==> src/rtl/chan_router_pkg.sv <==
// Shared constants and elaboration helpers for the channel router.
// Pointer sizing and parameter legality live here so the FIFO and top agree.
package chan_router_pkg;

    localparam int DROP_W = 8;

    function automatic int clog2(input int value);
        return $clog2(value);
    endfunction

    // Legal when DEPTH is a power of two >= 2, CHANNELS is 2..16 and every channel has a select code.
    function automatic bit params_ok(input int depth, input int chans, input int selw);
        return (depth >= 2) && ((depth & (depth - 1)) == 0) &&
               (chans >= 2) && (chans <= 16) && ((1 << selw) >= chans);
    endfunction

endpackage

==> src/rtl/chan_fifo.sv <==
// Small first-word-fall-through FIFO; the head word is presented whenever not empty.
// Pointers carry one extra wrap bit so full and empty are distinguishable.
module chan_fifo
    import chan_router_pkg::*;
#(
    parameter int WIDTH = 5,
    parameter int DEPTH = 2
) (
    input  logic             clk,
    input  logic             rst,
    input  logic             push,
    input  logic             pop,
    input  logic [WIDTH-1:0] wdata,
    output logic [WIDTH-1:0] rdata,
    output logic             full,
    output logic             empty
);

    localparam int AW = clog2(DEPTH);

    logic [AW:0]      wrPtr_q, wrPtr_d;
    logic [AW:0]      rdPtr_q, rdPtr_d;
    logic [WIDTH-1:0] mem_q [DEPTH];
    logic             doPush, doPop;

    assign empty  = (wrPtr_q == rdPtr_q);
    assign full   = (wrPtr_q[AW] != rdPtr_q[AW]) && (wrPtr_q[AW-1:0] == rdPtr_q[AW-1:0]);
    assign doPush = push && !full;
    assign doPop  = pop && !empty;

    // Head is forced to zero while empty so stale storage never shows on out_data.
    assign rdata = empty ? '0 : mem_q[rdPtr_q[AW-1:0]];

    always_comb begin
        wrPtr_d = wrPtr_q;
        rdPtr_d = rdPtr_q;
        if (doPush) wrPtr_d = wrPtr_q + {{AW{1'b0}}, 1'b1};
        if (doPop)  rdPtr_d = rdPtr_q + {{AW{1'b0}}, 1'b1};
    end

    always_ff @(posedge clk) begin
        if (rst) begin
            wrPtr_q <= '0;
            rdPtr_q <= '0;
        end else begin
            wrPtr_q <= wrPtr_d;
            rdPtr_q <= rdPtr_d;
        end
    end

    always_ff @(posedge clk) begin
        if (doPush) mem_q[wrPtr_q[AW-1:0]] <= wdata;
    end

endmodule

==> src/rtl/chan_router.sv <==
// Steers each accepted word to one of CHANNELS buffered outputs by select code.
// Out-of-range codes are swallowed and counted; every accept is echoed on the monitor tap.
module chan_router
    import chan_router_pkg::*;
#(
    parameter int WIDTH    = 5,
    parameter int CHANNELS = 4,
    parameter int DEPTH    = 2,
    parameter int SELW     = 4
) (
    input  logic                      clk,
    input  logic                      rst,
    input  logic                      enable,
    input  logic                      in_valid,
    output logic                      in_ready,
    input  logic [SELW-1:0]           in_sel,
    input  logic [WIDTH-1:0]          in_data,
    output logic [CHANNELS-1:0]       out_valid,
    input  logic [CHANNELS-1:0]       out_ready,
    output logic [CHANNELS*WIDTH-1:0] out_data,
    output logic                      mon_valid,
    output logic [WIDTH-1:0]          mon_data,
    output logic [DROP_W-1:0]         drop_count
);

    if (!params_ok(DEPTH, CHANNELS, SELW)) begin : g_param_check
        $error("chan_router: illegal DEPTH/CHANNELS/SELW combination");
    end

    localparam logic [SELW:0] CHAN_L = (SELW+1)'(CHANNELS);

    logic [CHANNELS-1:0] full, empty, push;
    logic                inRange, selFull, accept;
    logic                monValid_q, monValid_d;
    logic [WIDTH-1:0]    monData_q, monData_d;
    logic [DROP_W-1:0]   dropCount_q, dropCount_d;

    assign inRange = ({1'b0, in_sel} < CHAN_L);

    always_comb begin
        selFull = 1'b0;
        for (int c = 0; c < CHANNELS; c++) begin
            if (in_sel == SELW'(c)) selFull = full[c];
        end
    end

    // Ready depends only on registered full flags, never on out_ready.
    assign in_ready = !rst && enable && (!inRange || !selFull);
    assign accept   = in_valid && in_ready;

    for (genvar g = 0; g < CHANNELS; g++) begin : g_chan
        assign push[g] = accept && inRange && (in_sel == SELW'(g));

        chan_fifo #(
            .WIDTH (WIDTH),
            .DEPTH (DEPTH)
        ) u_fifo (
            .clk   (clk),
            .rst   (rst),
            .push  (push[g]),
            .pop   (out_ready[g] && !empty[g]),
            .wdata (in_data),
            .rdata (out_data[g*WIDTH +: WIDTH]),
            .full  (full[g]),
            .empty (empty[g])
        );
    end

    assign out_valid = ~empty;

    always_comb begin
        monValid_d  = accept;
        monData_d   = accept ? in_data : monData_q;
        dropCount_d = dropCount_q;
        if (accept && !inRange && (dropCount_q != '1)) dropCount_d = dropCount_q + 1'b1;
    end

    always_ff @(posedge clk) begin
        if (rst) begin
            monValid_q  <= 1'b0;
            monData_q   <= '0;
            dropCount_q <= '0;
        end else begin
            monValid_q  <= monValid_d;
            monData_q   <= monData_d;
            dropCount_q <= dropCount_d;
        end
    end

    assign mon_valid  = monValid_q;
    assign mon_data   = monData_q;
    assign drop_count = dropCount_q;

endmodule

==> config.mk <==
export PLATFORM = sky130hd
export DESIGN_NAME = chan_router
export DESIGN_NICKNAME = d
export VERILOG_FILES = /design/src/rtl/chan_router_pkg.sv /design/src/rtl/chan_fifo.sv /design/src/rtl/chan_router.sv
export SDC_FILE = /design/constraint.sdc
export NUM_CORES = 1
export LEC_CHECK = 0
export BUFFER_PORTS_ARGS = -buffer_cell sky130_fd_sc_hd__clkbuf_2
export CAP_MARGIN = 20
export CORE_MARGIN = 5
export CORE_UTILIZATION = 57
export CTS_CLUSTER_DIAMETER = 30
export DETAILED_ROUTE_END_ITERATION = 6
export PLACE_DENSITY_LB_ADDON = 0.1
export SLEW_MARGIN = 20
export SYNTH_ARGS = -nofsm -noshare
export SYNTH_HDL_FRONTEND = slang
export SYNTH_SLANG_ARGS = --single-unit
==> constraint.sdc <==
create_clock -name clk -period 4.4 [get_ports clk]
set_input_delay 1.1 -clock clk [delete_from_list [all_inputs] [get_ports clk]]
set_output_delay 1.1 -clock clk [all_outputs]
set_load 0.005 [all_outputs]
==> impl_results.md <==
* Status: completed
* VDD IR-drop max at 0.195 mV
* Hold path start: drop_count[7]$_SDFFE_PP0P_
* Worst-skew pair later-pin latency at 0.34 ns
* Row count at 27
* Clock tree from TritonCTS: yes
* Synth warn at 0
* Max Slew Vio Count at 0
* CP startpoint: in_sel[1]
* Tmin final at 3.41 ns
* Crit. End Element: output pin
* Non-Filler Instances at 408
* Most common cell after layout, fill and taps aside: clkbuf_2
* Placeable Area at 0.00547 mm^2
* Final WS setup at 0.988 ns
* Startpoint types: input pin
* Final hold viol count at 0
* Placer Congestion at 0.717
* Setup Fix Bufs, Post-CTS at 0
* Worst Path Max Fanout at 11
* Cells after Synth at 280
* Largest cells by area after synthesis: edfxtp_1 (38%), dfxtp_1 (21%), mux2i_1 (6.6%)
* FMAX at 293 MHz
* Worst Max-Slew Pin Slew at 0.603 ns
* CP Class: input pin to output pin
* Required time worst endpoint at 3.30 ns
* CTS max path bufs at 2
* Cell Area, Synth at 0.00317 mm^2
* Number of global-route vias before repair at 2,135
* Metal-1 WL at 2.64 mm
* Chip height at 84.6 um
* Die width at 84.6 um
* Final period util at 0.775
* PostCTS Resize Cnt at 0
* Routed vias/inst at 5.21
* Inserted Clock Buffers at 9
* Clk pin slew, worst setup/hold paths at 0.07 ns
* Root Buffer: clkbuf_8
* Initial Util at 0.580
* Pwr dens at 366 mW/mm^2
* DR WL met2 at 2.82 mm
* Area Overhead vs Synth at 16.1%
* Detail Route Antenna Nets at 0
* Largest area contributor in the netlist: edfxtp_1
* Number of hold buffers added after CTS at 0
* Congestion Overflow GR at 0
* Worst EP arrival at 2.31 ns
* Share of the yosys chip area belonging to registers at 0.593
* Most frequent cells in the layout: clkbuf_2 (55), nor2_1 (51), edfxtp_1 (40), dfxtp_1 (34), mux2i_1 (21)
* Clock skew at 0.00946 ns
* Setup violators final at 0
* RSZ-0062 raised after global routing: no
* Top cell type's share of synthesized area at 0.379
* Critical R2R Launch: g_chan[1].u_fifo.wrPtr_q[0]$_SDFFE_PP0P_
* Total placed cells including tap cells at 392
* Port bufs at 55
* Place WS at 0.994 ns
* # Max-Cap Violations at 0
* Hold WC Path Type: register to register
* DRC Markers at 0
* Number of synthesized register bits at 74
* Worst slew margin at 0.598
* Drt pass-1 iters at 4
* Antenna violations before repair at 0
* Htree depth at 3
* Final TNS setup at 0 ns
* Hold WS at 0.498 ns
* TritonCTS sink count at 74
* Ant. Diodes at 0
* Total track usage at 0.177
* Routed wire per std cell at 14.3 um
* Total number of vias at 2,126
* Routed wire length on met3 at 278 um
* Share of cells above drive strength 1 at 0.232
* Layout net count at 349
* I/O pin cnt at 56
* Global-route wire length before repair at 9.98 mm
* Netlist cell types at 35
* Leak at 1.41 nW
* Avg Cell Area, Syn at 11.3 um^2
* Die area at 0.00716 mm^2
* Max layer used: met4
* 1st-iter DRT viols at 109
* Pin count of the biggest net entering global routing at 31
* Final wirelength at 5.84 mm
* Post-DP HPWL at 4.06 mm
* Syn_nets at 298
[synth_stat cells]
master and number:
ha_1 1, nand2b_1 1, or2_2 1, nor2_1 51, and4b_1 1, nand3_1 7, edfxtp_1 40, mux4_2 1
and2_1 4, clkbuf_1 8, a21oi_1 4, and4_2 1, and3b_1 1, and2_2 1, buf_1 4, xnor2_1 12
o311ai_2 4, o311ai_0 1, buf_6 1, nor2b_1 3, dfxtp_1 34, inv_1 7, nor3_1 6, o211a_4 1
and3_1 3, nand4_1 10, buf_2 2, nand3b_1 2, xor2_1 18, nand2_1 19, nor3b_1 1, o21ai_0 2
a31oi_1 5, mux2i_1 21, or3_1 2
[worst paths after layout]
check / end / slack [ns] / cells past startpoint
min: drop_count[7]$_SDFFE_PP0P_ / 0.50 / 2
min reg2reg: drop_count[7]$_SDFFE_PP0P_ / 0.50 / 2
max reg2reg: mon_data[1]$_SDFFE_PP0N_ / 2.56 / 4
max: in_ready / 0.99 / 5
[cells by family (layout without fill, tap and decap cells)]
group | Yosys count | after routing | synth area share
compound gates | 17 | 17 | 0.0481
buf+inv | 22 | 78 | 0.0292
fa+ha+maj | 1 | 1 | 0.00394
mux | 22 | 22 | 0.0734
simple gates | 114 | 114 | 0.169
flops | 74 | 74 | 0.593
xor+xnor | 30 | 30 | 0.0828
[state kept, by name, summed over array words and instances (netlist names), named ones only]
signal	count
g_chan.u_fifo.mem_q	40
g_chan.u_fifo.wrPtr_q	8
drop_count	8
g_chan.u_fifo.rdPtr_q	8
mon_valid	1
mon_data	5
[metrics by stage]
stage	power (mW)	util	instance area [um^2]
floorplan	0.782	-	3170
global placement	0.808	0.634	3470
detailed placement	0.809	0.634	3470
CTS	1.36	0.673	3680
global route	1.40	0.673	3680
finish	1.35	0.673	3680
[metal layers]
layer / global-route usage / vias to the layer above
met3: 0.0559 / 7
met1: 0.221 / 997
met2: 0.291 / 47
met4: 0.0604 / 0
li1: - / 1075
met5: 0 / -
[power breakdown]
group          total (mW)  internal (mW)  switching [mW]
clock network       0.555          0.319           0.237
logic              0.0564         0.0207          0.0356
registers           0.737          0.732         0.00517
total                1.35           1.07           0.277
[critical path, cell delays in order]
cell and delay (ns):
clkbuf_2 0.16, mux4_2 0.66, nor2_1 0.17, nor3b_1 0.07, clkbuf_2 0.15
[final cells by class]
| type | count | area [um^2] |
|---|---|---|
| Clock inverter | 5 | 80.1 |
| Sequential cell | 74 | 1880 |
| Clock buffer | 11 | 131 |
| Timing Repair Buffer | 55 | 275 |
| Inverter | 7 | 26.3 |
| Fill cell | 441 | 1790 |
| Multi-Input combinational cell | 184 | 1200 |
| Tap cell | 72 | 90.1 |
No activity file was read; power rests on OpenSTA's default activity.
